--- src/rtl/vram_arbiter.sv ---
// Single-port VRAM arbiter: VGA fetch > queued game write > game readback.
// Optional readback path compiled only when VRAM_ARB_READBACK_EN is defined.
module vram_arbiter #(
  parameter int DATA_W     = 4,
  parameter int FIFO_DEPTH = 4
) (
  input  logic                              clk,
  input  logic                              reset,
  input  logic                              vga_re,
  input  logic [9:0]                        vga_raddr,
  output logic [DATA_W-1:0]                 vga_rdata,
  input  logic                              gm_we,
  input  logic [9:0]                        gm_waddr,
  input  logic [DATA_W-1:0]                 gm_wdata,
  output logic                              gm_wready,
  input  logic                              gm_re,
  input  logic [9:0]                        gm_raddr,
  output logic                              gm_rready,
  output logic                              gm_rvalid,
  output logic [DATA_W-1:0]                 gm_rdata,
  output logic                              mem_en,
  output logic                              mem_we,
  output logic [9:0]                        mem_addr,
  output logic [DATA_W-1:0]                 mem_wdata,
  input  logic [DATA_W-1:0]                 mem_rdata,
  output logic [$clog2(FIFO_DEPTH):0]       wq_count,
  output logic                              err_ovf
);

  localparam int PW = $clog2(FIFO_DEPTH);
  localparam int CW = PW + 1;

  typedef enum logic [1:0] {G_NONE, G_VGA, G_WR, G_GRD} grant_t;

  grant_t            state;
  grant_t            grant;

  logic [9:0]        q_addr [FIFO_DEPTH];
  logic [DATA_W-1:0] q_data [FIFO_DEPTH];
  logic [PW-1:0]     wr_ptr;
  logic [PW-1:0]     rd_ptr;
  logic [CW-1:0]     count;
  logic              err;
  logic              q_empty;
  logic              wready_i;
  logic              rready_i;
  logic              rd_req;
  logic              push;
  logic              pop;
  logic [9:0]        addr_q;
  logic [DATA_W-1:0] wdata_q;
  logic [DATA_W-1:0] vga_hold;

  assign q_empty   = (count == '0);
  assign wready_i  = (count < CW'(FIFO_DEPTH));
  assign gm_wready = wready_i;
  assign push      = ~reset & gm_we & wready_i;
  assign pop       = (grant == G_WR);

`ifdef VRAM_ARB_READBACK_EN
  logic [DATA_W-1:0] rd_hold;

  // Reads wait for an empty queue so they can never overtake a pending write.
  assign rready_i  = ~reset & ~vga_re & q_empty & ~gm_we;
  assign rd_req    = gm_re & rready_i;
  assign gm_rready = rready_i;
  assign gm_rvalid = ~reset & (state == G_GRD);
  assign gm_rdata  = reset ? '0 : ((state == G_GRD) ? mem_rdata : rd_hold);

  always_ff @(posedge clk) begin
    if (reset) begin
      rd_hold <= '0;
    end else if (state == G_GRD) begin
      rd_hold <= mem_rdata;
    end
  end
`else
  logic unused_readback;

  assign unused_readback = ^{gm_re, gm_raddr};
  assign rready_i  = 1'b0;
  assign rd_req    = 1'b0;
  assign gm_rready = 1'b0;
  assign gm_rvalid = 1'b0;
  assign gm_rdata  = '0;
`endif

  always_comb begin
    grant = G_NONE;
    if (!reset) begin
      if (vga_re)        grant = G_VGA;
      else if (!q_empty) grant = G_WR;
      else if (rd_req)   grant = G_GRD;
    end
  end

  // Address/data buses hold their last driven value on idle cycles.
  always_comb begin
    mem_en    = 1'b0;
    mem_we    = 1'b0;
    mem_addr  = addr_q;
    mem_wdata = wdata_q;
    unique case (grant)
      G_VGA: begin
        mem_en   = 1'b1;
        mem_addr = vga_raddr;
      end
      G_WR: begin
        mem_en    = 1'b1;
        mem_we    = 1'b1;
        mem_addr  = q_addr[rd_ptr];
        mem_wdata = q_data[rd_ptr];
      end
`ifdef VRAM_ARB_READBACK_EN
      G_GRD: begin
        mem_en   = 1'b1;
        mem_addr = gm_raddr;
      end
`endif
      default: ;
    endcase
  end

  always_ff @(posedge clk) begin
    if (push) begin
      q_addr[wr_ptr] <= gm_waddr;
      q_data[wr_ptr] <= gm_wdata;
    end
  end

  always_ff @(posedge clk) begin
    if (reset) begin
      state    <= G_NONE;
      wr_ptr   <= '0;
      rd_ptr   <= '0;
      count    <= '0;
      err      <= 1'b0;
      addr_q   <= '0;
      wdata_q  <= '0;
      vga_hold <= '0;
    end else begin
      state   <= grant;
      addr_q  <= mem_addr;
      wdata_q <= mem_wdata;
      if (push) wr_ptr <= wr_ptr + PW'(1);
      if (pop)  rd_ptr <= rd_ptr + PW'(1);
      case ({push, pop})
        2'b10:   count <= count + CW'(1);
        2'b01:   count <= count - CW'(1);
        default: count <= count;
      endcase
      if (gm_we && !wready_i) err <= 1'b1;
      if (state == G_VGA) vga_hold <= mem_rdata;
    end
  end

  assign vga_rdata = reset ? '0 : ((state == G_VGA) ? mem_rdata : vga_hold);
  assign wq_count  = reset ? '0 : count;
  assign err_ovf   = ~reset & err;

endmodule

--- config.mk ---
export PLATFORM = sky130hd
export DESIGN_NAME = vram_arbiter
export DESIGN_NICKNAME = d
export VERILOG_FILES = /design/src/rtl/vram_arbiter.sv
export SDC_FILE = /design/constraint.sdc
export NUM_CORES = 1
export LEC_CHECK = 0
export CORE_UTILIZATION = 35
export DETAILED_ROUTE_END_ITERATION = 7
export GPL_TIMING_DRIVEN = 0
export HOLD_SLACK_MARGIN = 0.12
export REMOVE_ABC_BUFFERS = 1
export SYNTH_ARGS = -nofsm -noshare
export SYNTH_HDL_FRONTEND = slang
export SYNTH_SLANG_ARGS = --single-unit
--- constraint.sdc ---
create_clock -name clk -period 2.75 [get_ports clk]
set_clock_uncertainty 0.1 [all_clocks]
set_input_delay 0.55 -clock clk [delete_from_list [all_inputs] [get_ports clk]]
set_output_delay 0.55 -clock clk [all_outputs]
set_load 0.05 [all_outputs]
---- Word level (Yosys, flattened, before mapping) ----
Memories as Yosys holds them, arrays and structs flattened. A register that Yosys moved wholly into a read port is not among the register bits.
Cells that the tools add are included.
storage, ports and cells
  RAM bits ................................ 56
  logic and storage cells ................. 46
  memories kept ........................... 2
  bits of input ports ..................... 43
  output and inout port bits .............. 31
  register bits after elaboration ......... 28
cells by class
  bitwise logic cells ..................... 4
  equal/unequal tests ..................... 5
  mux-type cells .......................... 17
  reductions and logical operators ........ 5
  $lt $le $gt $ge ......................... 1
  add/sub/neg operators ................... 4
memory list
  memory  words  bits a word  read ports  clocked after memory_dff  wr ports  line  text
  q_addr  4      10           1           1                         1         38    logic [9:0] q_addr [FIFO_DEPTH];
  q_data  4      4            1           1                         1         39    logic [DATA_W-1:0] q_data [FIFO_DEPTH];
operator list
  cell                                               count
  case mux 10 bit (2 select lines)                   1
  2-to-1 mux 2 bit                                   7
  2-to-1 mux 4 bit                                   3
  == test 2 x 1 -> 1 bit, second input constant      3
  case mux 3 bit (2 select lines)                    1
  adder 2 x 1 -> 2 bit, second input constant        2
  == test 2 bit, second input constant               2
  2-to-1 mux 1 bit                                   4
  adder 3 x 1 -> 3 bit, second input constant        1
  bitwise AND 1 bit                                  3
  logical NOT 3 bit                                  1
  less-than comparator 3 bit, second input constant  1
  2-to-1 mux 3 bit                                   1
  subtractor 3 x 1 -> 3 bit, second input constant   1
  nonzero test 2 bit                                 1
  OR reduction 2 bit                                 1
  logical AND 1 bit                                  1
  logical NOT 1 bit                                  1
  inverter 1 bit                                     1

---- Depth between registers and ports, before layout ----
Gate-level depths: netlist (run 1).
  depth in word-level cells ............... 7
  depth in mapped cells ................... 10
  mapped depth without buffers ............ 8

---- Least setup slack after synthesis (run 1) ----
No wires, ideal clock.
  path kind ............................... input -> register
  from .................................... in reset
  to ...................................... reg count[2]
  path buffers ............................ 2
  stages on the path ...................... 10
  data arrival time ....................... 2.963 ns
  library setup time ...................... 0.070 ns
  data required time ...................... 2.580 ns
  slack ................................... -0.383 ns
  cell sequence ........................... buf_6 > or2_0 > clkbuf_2 > nor2_1 > ha_1 > inv_1 > fa_1 > xor2_1 > or3_1 > a21oi_1
on the way
  cells in the longest elaborated chain, start to end .. 5
  elaborated cells between the ends (all ways) .. 9
  those cells by class .................... eq/ne (3); mux (2); bitwise (3); reduce/logical (1)
RTL lines
  what                                                                          line  text
  start: declaration                                                            8     input logic reset,
  inverter 1 bit                                                                57    assign push = ~reset & gm_we & wready_i;
  bitwise AND 1 bit (2 in a row)                                                57
  == test 2 x 1 -> 1 bit / == test 2 bit (equally long branches)                147   case ({push, pop})
  case mux 3 bit (2 select lines) / nonzero test 2 bit (equally long branches)  --
  end signal: assignment                                                        148   2'b10: count <= count + CW'(1);
  end signal: assignment                                                        149   2'b01: count <= count - CW'(1);
  end signal: assignment                                                        150   default: count <= count;
  end: declaration                                                              42    logic [CW-1:0] count;
Several ways; a longest one is shown, not always the timed one.
A chain may end at the register's enable or synchronous reset.

---- Final worst setup path (run 1) ----
  from .................................... in vga_re
  to ...................................... out mem_wdata[3]
on the way
  cells in the longest elaborated chain, start to end .. 4
RTL lines
  what                line  text
  start: declaration  9     input logic vga_re,
  2-to-1 mux 2 bit    91    if (vga_re) grant = G_VGA;
  2-to-1 mux 2 bit    90    if (!reset) begin
  == test 2 bit       103   unique case (grant)
  2-to-1 mux 4 bit    103
  end: declaration    24    output logic [DATA_W-1:0] mem_wdata,
Every way passes these cells.

==> impl_metrics.py, run 1 <==
metrics = {
    "status": {
        "outcome": "finished clean",
    },
    "critical_path": {
        "critPathCaptureType": "output port",
        "required_ns": 2.10,
        "ff2ff_setup_slack_ns": 0.55,
        "r2r_start": "count[2]",
        "rr_worst_depth": 8,
        "critPathSlowestCell": "dlygate4sd2_1",
        "crit_buf_inv": 2,
        "cp-start-kind": "input pin",
        "crit_family": "buffers and inverters",
        "max_stage_delay_ns": 0.52,
        "path_cells": "clkdlybuf4s15_2, or2_1, o21ai_1, nand2_1, dlygate4sd2_1",
        "critical_path_class": "input pin to output port",
        "rr_endpoint": "count[2]",
        "crit_fanout": 15,
        "crit_arrival_ns": 2.04,
    },
    "global_route": {
        "antenna_found_initial": 0,
        "grt_pass1_wl_um": 12000,
        "grt_overflow": 0,
        "grt_max_degree": 37,
        "grtUsageTotal_pct": 15.7,
        "grt_pass1_vias": 2207,
    },
    "logic_synthesis": {
        "ys_top_cells_by_area": "edfxtp_1, dfxtp_1, mux4_2",
        "synth_top_family_by_area": "simple AND/OR/NAND/NOR gates",
        "yosysTopAreaCell": "edfxtp_1",
        "synth_top_area_share_pct": 46.8,
        "synth_compound_area_share_pct": 7.59,
        "synth_adder_area_share_pct": 2.30,
        "synth.area.mux_share_pct": 10.2,
        "synthXorXnorAreaFrac_pct": 0.731,
        "yosys.area_share.simple_pct": 10.9,
        "ys_seq_area_share_pct": 63.5,
        "syn_avg_cell_area_um2": 13.7,
        "ys_warn_count": 0,
        "mappedNetlistArea_mm2": 0.00359,
        "synthCells": 262,
        "ys_types": 32,
        "ys_seq_elements": 86,
    },
    "placement": {
        "portBuffers": 56,
        "gp_congestion": 0.674,
        "postPlaceCellArea_mm2": 0.00425,
        "dp_hpwl_um": 4580,
        "pre_cts_ws_ns": -2.32,
    },
    "detailed_routing": {
        "drt_iter0_markers": 165,
        "via_per_inst": 5.09,
        "vias": 2316,
        "drt-pass1-iter-count": 5,
        "drc": 0,
        "post_drt_wl_per_cell_um": 16.8,
        "wirelength_um": 7630,
        "drtAntennaViolNets": 0,
    },
    "floorplanning": {
        "die_area_mm2": 0.0107,
        "fp.dieH_um": 103,
        "rows": 36,
        "initial_utilization_pct": 36.4,
        "core-area_mm2": 0.00986,
        "ioPinCount": 74,
        "fp.dieW_um": 103,
    },
    "power": {
        "power_mw": 3.02,
        "p_clk_share_pct": 31.7,
        "p_int_mw": 2.16,
        "swShare_pct": 28.3,
        "pwr-share-seq_pct": 48.5,
        "powerDensity_mw_per_mm2": 670,
        "p_leak_nw": 1.65,
        "power_frac_comb_pct": 19.7,
        "p_sw_mw": 0.856,
        "vdd_drop_max_uv": 236,
    },
    "sta": {
        "post-route-period-util_pct": 98.0,
        "max-slew-margin-rel_pct": 43.7,
        "min_period_ns": 2.69,
        "hold_violations": 0,
        "maxSlewViolCount": 0,
        "timing.fmax_mhz": 371,
        "finalSetupTns_ns": 0,
        "tightest_slew_ns": 0.844,
        "setup_viol": 0,
        "layout_setup_ws_ns": 0.0561,
        "rsz0062_at_grt": "yes",
    },
    "finish": {
        "nets": 366,
        "final_cell_area_mm2": 0.00451,
        "fillCellCount": 893,
        "diodes": 0,
        "drive_gt1_share_pct": 18.3,
        "syn2layout_area_growth_pct": 25.6,
    },
    "clocking": {
        "cts_buffers": 9,
        "cts.sinks": 86,
        "htree_levels": 3,
        "clk_latency_ns": 0.36,
        "tritoncts": "built",
        "clk_path_buf_depth": 2,
        "cts_root_buf": "clkbuf_8",
        "path_clk_slew_ns": 0.09,
    },
    "hold_path": {
        "holdCritStartpoint": "rd_ptr[1]",
        "hp-class": "flip-flop to flip-flop",
        "min_path_cells": 1,
    },
    "run": {
        "maxCapViolCount": 0,
    },
}
[synthesized netlist by cell type, drive strengths merged]
master and count:
a21o 1, a21oi 8, a222oi 10, a32oi 10
and2 4, and2b 3, buf 15, clkbuf 9
conb 1, dfxtp 30, edfxtp 56, fa 1
ha 5, inv 7, mux2i 5, mux4 14
nand2 25, nand2b 1, nand3 15, nor2 16
nor2b 10, nor3 1, nor3b 1, o21ai 6
o31ai 1, or2 1, or3 3, xnor2 1
xor2 2
[cell families after synthesis]
logic type	count (synthesis)
xor+xnor	3
buf+inv	31
compound gates	36
other cells	1
mux	19
flops	86
fa+ha+maj	6
simple gates	80
[cell type report]
class	instances	area, um2	share of cell area [%]
sequential	86	2290	50.7
clock buffer	10	128	2.83
tap	133	166	3.69
inverter	7	26.3	0.582
clock inverter	6	86.3	1.91
timing repair buffer	62	621	13.8
multi-input combinational	151	1200	26.5
[worst max path at each step]
stage,startpoint,endpoint,slack [ns],cells past startpoint
final,vga_re,mem_wdata[3],0.06,5
after detailed placement,reset,mem_addr[3],-2.32,5
after floorplan,vga_re,count[2],-0.27,8
after CTS,vga_re,mem_wdata[0],0.0006,5
after global placement,reset,mem_addr[0],-2.55,5
after global routing,vga_re,mem_wdata[3],-0.09,5
[cells in the final DEF, fill, tap and decap left out, types with 5 or more instances in the layout]
cell and count:
a21oi_1 8, a222oi_1 10, a32oi_1 10, clkbuf_8 9
clkdlybuf4s15_2 11, clkdlybuf4s50_1 34, conb_1 6, dfxtp_1 28
dlygate4sd2_1 6, edfxtp_1 56, ha_1 5, inv_1 7
mux2i_1 5, mux4_2 14, nand2_1 25, nand3_1 15
nor2_1 15, nor2b_1 9
[metal layers]
metal	track usage (%)	vias up	routed length (um)	share of wire [%]
met1	21.8	1129	3440	45
met4	6.39	0	126	1.7
met5	0	-	0	0
met3	3.49	10	398	5.2
met2	24.1	90	3670	48
li1	-	1087	-	-
[power by group through the flow]
stage | sequential (mW) | combinational [mW] | clock (mW)
2_1_floorplan | 1.49 | 0.357 | 0
3_3_place_gp | 1.50 | 0.553 | 0
3_5_place_dp | 1.50 | 0.592 | 0
4_1_cts | 1.47 | 0.600 | 0.978
5_1_grt | 1.47 | 0.643 | 1.03
6_report | 1.47 | 0.597 | 0.959
[per-stage QoR]
step / hold WS, ns / instances / util (%)
final: 0.359 / 455 / 45.7
after global routing: 0.407 / 455 / 45.7
after CTS: 0.356 / 453 / 45.7
after detailed placement: 0.351 / 434 / 43.1
after global placement: 0.337 / 432 / 42.6
after floorplan: 0.328 / 243 / -
[what timing repair did]
item / 4_1_cts / 5_1_grt
gates cloned: 1 / 0
pin swaps: 0 / 1
hold buffers: 0 / 0
setup endpoints to repair: 94 / 14
buffers inserted: 2 / 2
resized for setup: 57 / 11
[sequential cells by signal, summed over array words and instances (netlist names), named ones only]
signal / cells
addr_q: 10
count: 3
err: 1
q_addr: 40
q_data: 16
rd_ptr: 2
state: 2
vga_hold: 4
wdata_q: 4
wr_ptr: 2
Power figures use the tool's default switching activity.
==> run 2, diff against run 1 <==
Settings changed: CORE_UTILIZATION 35 to 40.
==> impl_metrics.py, run 2 (synthesis gave the netlist of run 1 again) <==
metrics = {
    "critical_path": {
        "crit_fanout": 7,
        "ff2ff_setup_slack_ns": 0.43,
        "critPathCaptureType": "output port",
        "crit_arrival_ns": 1.99,
        "required_ns": 2.10,
        "cp-start-kind": "flip-flop",
        "critical_path_class": "flip-flop to output port",
    },
    "finish": {
        "final_cell_area_mm2": 0.00443,
        "regArea_mm2": 0.00229,
        "regMostFlops": "q_addr",
        "drive_gt1_share_pct": 18.8,
        "final_common_cell": "edfxtp_1",
        "diodes": 0,
        "top_regs": "q_addr: 40 flops, q_data: 16 flops, addr_q: 10 flops",
        "nets": 369,
        "multi_input_area_mm2": 0.00121,
        "fillCellCount": 771,
        "syn2layout_area_growth_pct": 23.2,
        "largest_register_ffs": 40,
        "final_cell_mix": "edfxtp_1, clkdlybuf4s50_1, dfxtp_1, nand2_1",
    },
    "power": {
        "powerDensity_mw_per_mm2": 675,
        "power_mw": 2.99,
        "vdd_drop_max_uv": 231,
        "p_leak_nw": 1.65,
    },
    "detailed_routing": {
        "drt-pass1-iter-count": 4,
        "via_per_inst": 5.33,
        "drt_iter0_markers": 136,
        "wirelength_um": 7450,
        "post_drt_wl_per_cell_um": 17.2,
        "drtAntennaViolNets": 0,
        "vias": 2306,
        "drc": 0,
    },
    "global_route": {
        "grt_pass1_vias": 2339,
        "antenna_found_initial": 0,
        "grt_pass1_wl_um": 12200,
        "grt_overflow": 0,
        "grtUsageTotal_pct": 17.0,
        "grt_max_degree": 37,
    },
    "sta": {
        "post-route-period-util_pct": 96.2,
        "min_period_ns": 2.64,
        "hold_violations": 0,
        "tightest_slew_ns": 0.775,
        "max-slew-margin-rel_pct": 48.3,
        "setup_viol": 0,
        "rsz0062_at_grt": "no",
        "maxSlewViolCount": 0,
        "timing.fmax_mhz": 378,
    },
    "placement": {
        "postPlaceCellArea_mm2": 0.00419,
        "gp_congestion": 0.689,
        "dp_hpwl_um": 4540,
        "portBuffers": 56,
    },
    "clocking": {
        "clk_latency_ns": 0.35,
        "htree_levels": 3,
        "path_clk_slew_ns": 0.08,
        "tritoncts": "built",
        "cts.sinks": 86,
        "clk_path_buf_depth": 2,
        "cts_buffers": 9,
        "cts_root_buf": "clkbuf_8",
    },
    "floorplanning": {
        "core-area_mm2": 0.00872,
        "fp.dieH_um": 96.8,
        "initial_utilization_pct": 41.2,
        "fp.dieW_um": 96.8,
        "rows": 34,
        "die_area_mm2": 0.00936,
        "ioPinCount": 74,
    },
    "status": {
        "outcome": "finished clean",
    },
    "run": {
        "maxCapViolCount": 0,
    },
    "hold_path": {
        "hp-class": "flip-flop to flip-flop",
    },
}
run 2: worst max-delay path, stage by stage, from the launching register on:
cell and delay (ns):
dfxtp_1 0.57, inv_1 0.10, nor2_1 0.15, clkdlybuf4s50_1 0.83
run 2: layout make-up:
type	count	share of cell area (%)
multi-input cells	152	27.4
flip-flops and latches	86	51.7
inverters	7	0.594
clock inverters	6	1.95
well taps	108	3.05
repair buffers	64	12.4
clock buffers	10	2.88
run 2: where the power goes:
part           switching [mW]  internal [mW]
Combinational           0.370          0.197
Clock                   0.436          0.509
Sequential             0.0396           1.43
Total                   0.846           2.14
run 2: path summary, 6_finish.rpt:
check / depth (start not counted) / startpoint / endpoint
worst max-delay path: 3 / count[2] / wq_count[2]
worst min-delay path: 1 / rd_ptr[1] / flip-flop
worst max register to register: 8 / count[2] / count[2]
worst min register to register: 1 / rd_ptr[1] / flip-flop
run 2: timing repair:
item,in CTS,in global routing
setup endpoints to repair,100,15
setup buffers,7,0
cloned,2,0
resized for setup,53,29
pin swaps,2,0
hold buffers,0,0
run 2: metrics by stage:
step                      hold WS, ns  setup TNS [ns]  setup WS (ns)  utilization [%]  instances
after global placement          0.339         -115.15          -2.52             47.8        407
after detailed placement        0.347         -104.14          -2.23             48.0        408
after global routing            0.381               0        0.00804             50.7        433
after CTS                       0.353         -0.0815        -0.0815             51.6        433
after floorplan                 0.328          -0.368         -0.267                -        243
final                           0.351               0          0.105             50.7        433
run 2: per-layer routing:
| metal | vias to the layer above | part of all wire [%] | GRT usage, % |
|---|---|---|---|
| met2 | 60 | 52 | 29.1 |
| met1 | 1145 | 44 | 21.5 |
| met5 | - | 0 | 0 |
| met4 | 0 | 1.4 | 7.12 |
| met3 | 7 | 3.3 | 2.75 |
| li1 | 1094 | - | - |
==> run 3, diff against run 2 <==
Settings changed: CTS_BUF_LIST set to sky130_fd_sc_hd__clkbuf_8, PLACE_DENSITY set to 0.65.
==> impl_metrics.py, run 3 (synthesis gave the netlist of run 1 again) <==
metrics = {
    "hold_path": {
        "hp-class": "flip-flop to flip-flop",
    },
    "detailed_routing": {
        "via_per_inst": 5.17,
        "wl_met3_um": 276,
        "drt_iter0_markers": 87,
        "top_layer": "met4",
        "drc": 0,
        "vias": 2243,
        "wirelength_um": 7130,
        "wl_met2_um": 3700,
        "drtAntennaViolNets": 0,
        "drt-pass1-iter-count": 4,
        "wl_met1_um": 3090,
        "post_drt_wl_per_cell_um": 16.4,
    },
    "power": {
        "power_mw": 2.85,
        "vdd_drop_max_uv": 220,
        "powerDensity_mw_per_mm2": 635,
        "p_leak_nw": 1.63,
    },
    "placement": {
        "postPlaceCellArea_mm2": 0.00418,
        "portBuffers": 56,
        "gp_congestion": 0.705,
        "placed_cells": 407,
        "pre_cts_ws_ns": -2.12,
        "dp_hpwl_um": 4310,
    },
    "status": {
        "outcome": "finished clean",
    },
    "critical_path": {
        "crit_arrival_ns": 2.01,
        "crit_fanout": 16,
        "critPathCaptureType": "output port",
        "cp-start-kind": "input pin",
        "required_ns": 2.10,
        "critical_path_class": "input pin to output port",
    },
    "global_route": {
        "grt_max_degree": 38,
        "grt_overflow": 0,
        "grtUsageTotal_pct": 15.8,
        "antenna_found_initial": 0,
        "grt_pass1_vias": 2243,
        "grt_pass1_wl_um": 11400,
    },
    "sta": {
        "hold_ws_ns": 0.360,
        "hold_violations": 0,
        "finalSetupTns_ns": 0,
        "setup_viol": 0,
        "max-slew-margin-rel_pct": 52.3,
        "post-route-period-util_pct": 96.6,
        "layout_setup_ws_ns": 0.0938,
        "maxSlewViolCount": 0,
        "min_period_ns": 2.66,
        "timing.fmax_mhz": 376,
        "rsz0062_at_grt": "no",
        "tightest_slew_ns": 0.716,
    },
    "clocking": {
        "cts.sinks": 86,
        "cts_root_buf": "clkbuf_8",
        "htree_levels": 3,
        "clk_path_buf_depth": 2,
        "path_clk_slew_ns": 0.09,
        "clk_latency_ns": 0.35,
        "cts_buffers": 9,
        "tritoncts": "built",
    },
    "finish": {
        "drive_gt1_share_pct": 19.3,
        "regMostFlops": "q_addr",
        "final_cell_mix": "edfxtp_1, clkdlybuf4s50_1, dfxtp_1, nand2_1",
        "nets": 370,
        "final_common_cell": "edfxtp_1",
        "fillCellCount": 765,
        "postLayoutCoreUtil_pct": 51.5,
        "finalNonFillerCells": 434,
        "diodes": 0,
        "syn2layout_area_growth_pct": 25.0,
        "largest_register_ffs": 40,
        "top_regs": "q_addr: 40 flops, q_data: 16 flops, addr_q: 10 flops",
        "final_cell_area_mm2": 0.00449,
    },
    "floorplanning": {
        "fp.dieW_um": 96.8,
        "die_area_mm2": 0.00936,
        "fp.dieH_um": 96.8,
        "ioPinCount": 74,
        "rows": 34,
        "core-area_mm2": 0.00872,
        "initial_utilization_pct": 41.2,
    },
    "run": {
        "maxCapViolCount": 0,
    },
}
-- run 3: changes by cell type in the layout (fill, tap and decap cells not counted), sizes merged --
cell and change:
nor2 +1, clkinv -1, bufinv -2, clkinvlp +2, clkdlybuf4s15 +14, clkbuf -7, inv +2, buf -8
-- run 3: power breakdown --
group	total (mW)	switching [mW]	internal [mW]	leakage, nW
logic	0.594	0.371	0.223	0.794
registers	1.47	0.0379	1.43	0.755
clock network	0.787	0.460	0.327	0.0753
total	2.85	0.869	1.98	1.63
-- run 3: metal layers --
metal | vias to the layer above | GRT usage [%]
li1 | 1093 | -
met1 | 1085 | 20.3
met2 | 61 | 26.6
met3 | 4 | 2.82
met4 | 0 | 6.54
met5 | - | 0
-- run 3: cell type report --
class / instances / area [um2] / share of cell area, %
Inverter: 7 / 26.3 / 0.585
Multi-Input combinational cell: 153 / 1220 / 27.3
Tap cell: 108 / 135 / 3.01
Sequential cell: 86 / 2290 / 50.9
Clock buffer: 9 / 124 / 2.76
Clock inverter: 7 / 50.0 / 1.11
Timing Repair Buffer: 64 / 642 / 14.3
-- run 3: repair_timing --
action | CTS | global route
cloned | 3 | 0
setup endpoints to repair | 100 | 10
hold buffers | 0 | 0
setup buffers | 2 | 6
resized for setup | 66 | 3
pin swaps | 2 | 0
-- run 3: path summary, 6_finish.rpt --
check	start	to	slack [ns]	depth (start not counted)
hold reg to reg	rd_ptr[1]	flip-flop	0.36	1
hold / removal	rd_ptr[1]	flip-flop	0.36	1
setup / recovery	vga_re	mem_we	0.09	4
setup reg to reg	count[1]	count[2]	0.46	8
-- run 3: worst max-delay path: stages --
cell and delay (ns):
clkdlybuf4s15_2 0.34, or2_1 0.39, nor2_1 0.16, dlygate4sd2_1 0.55
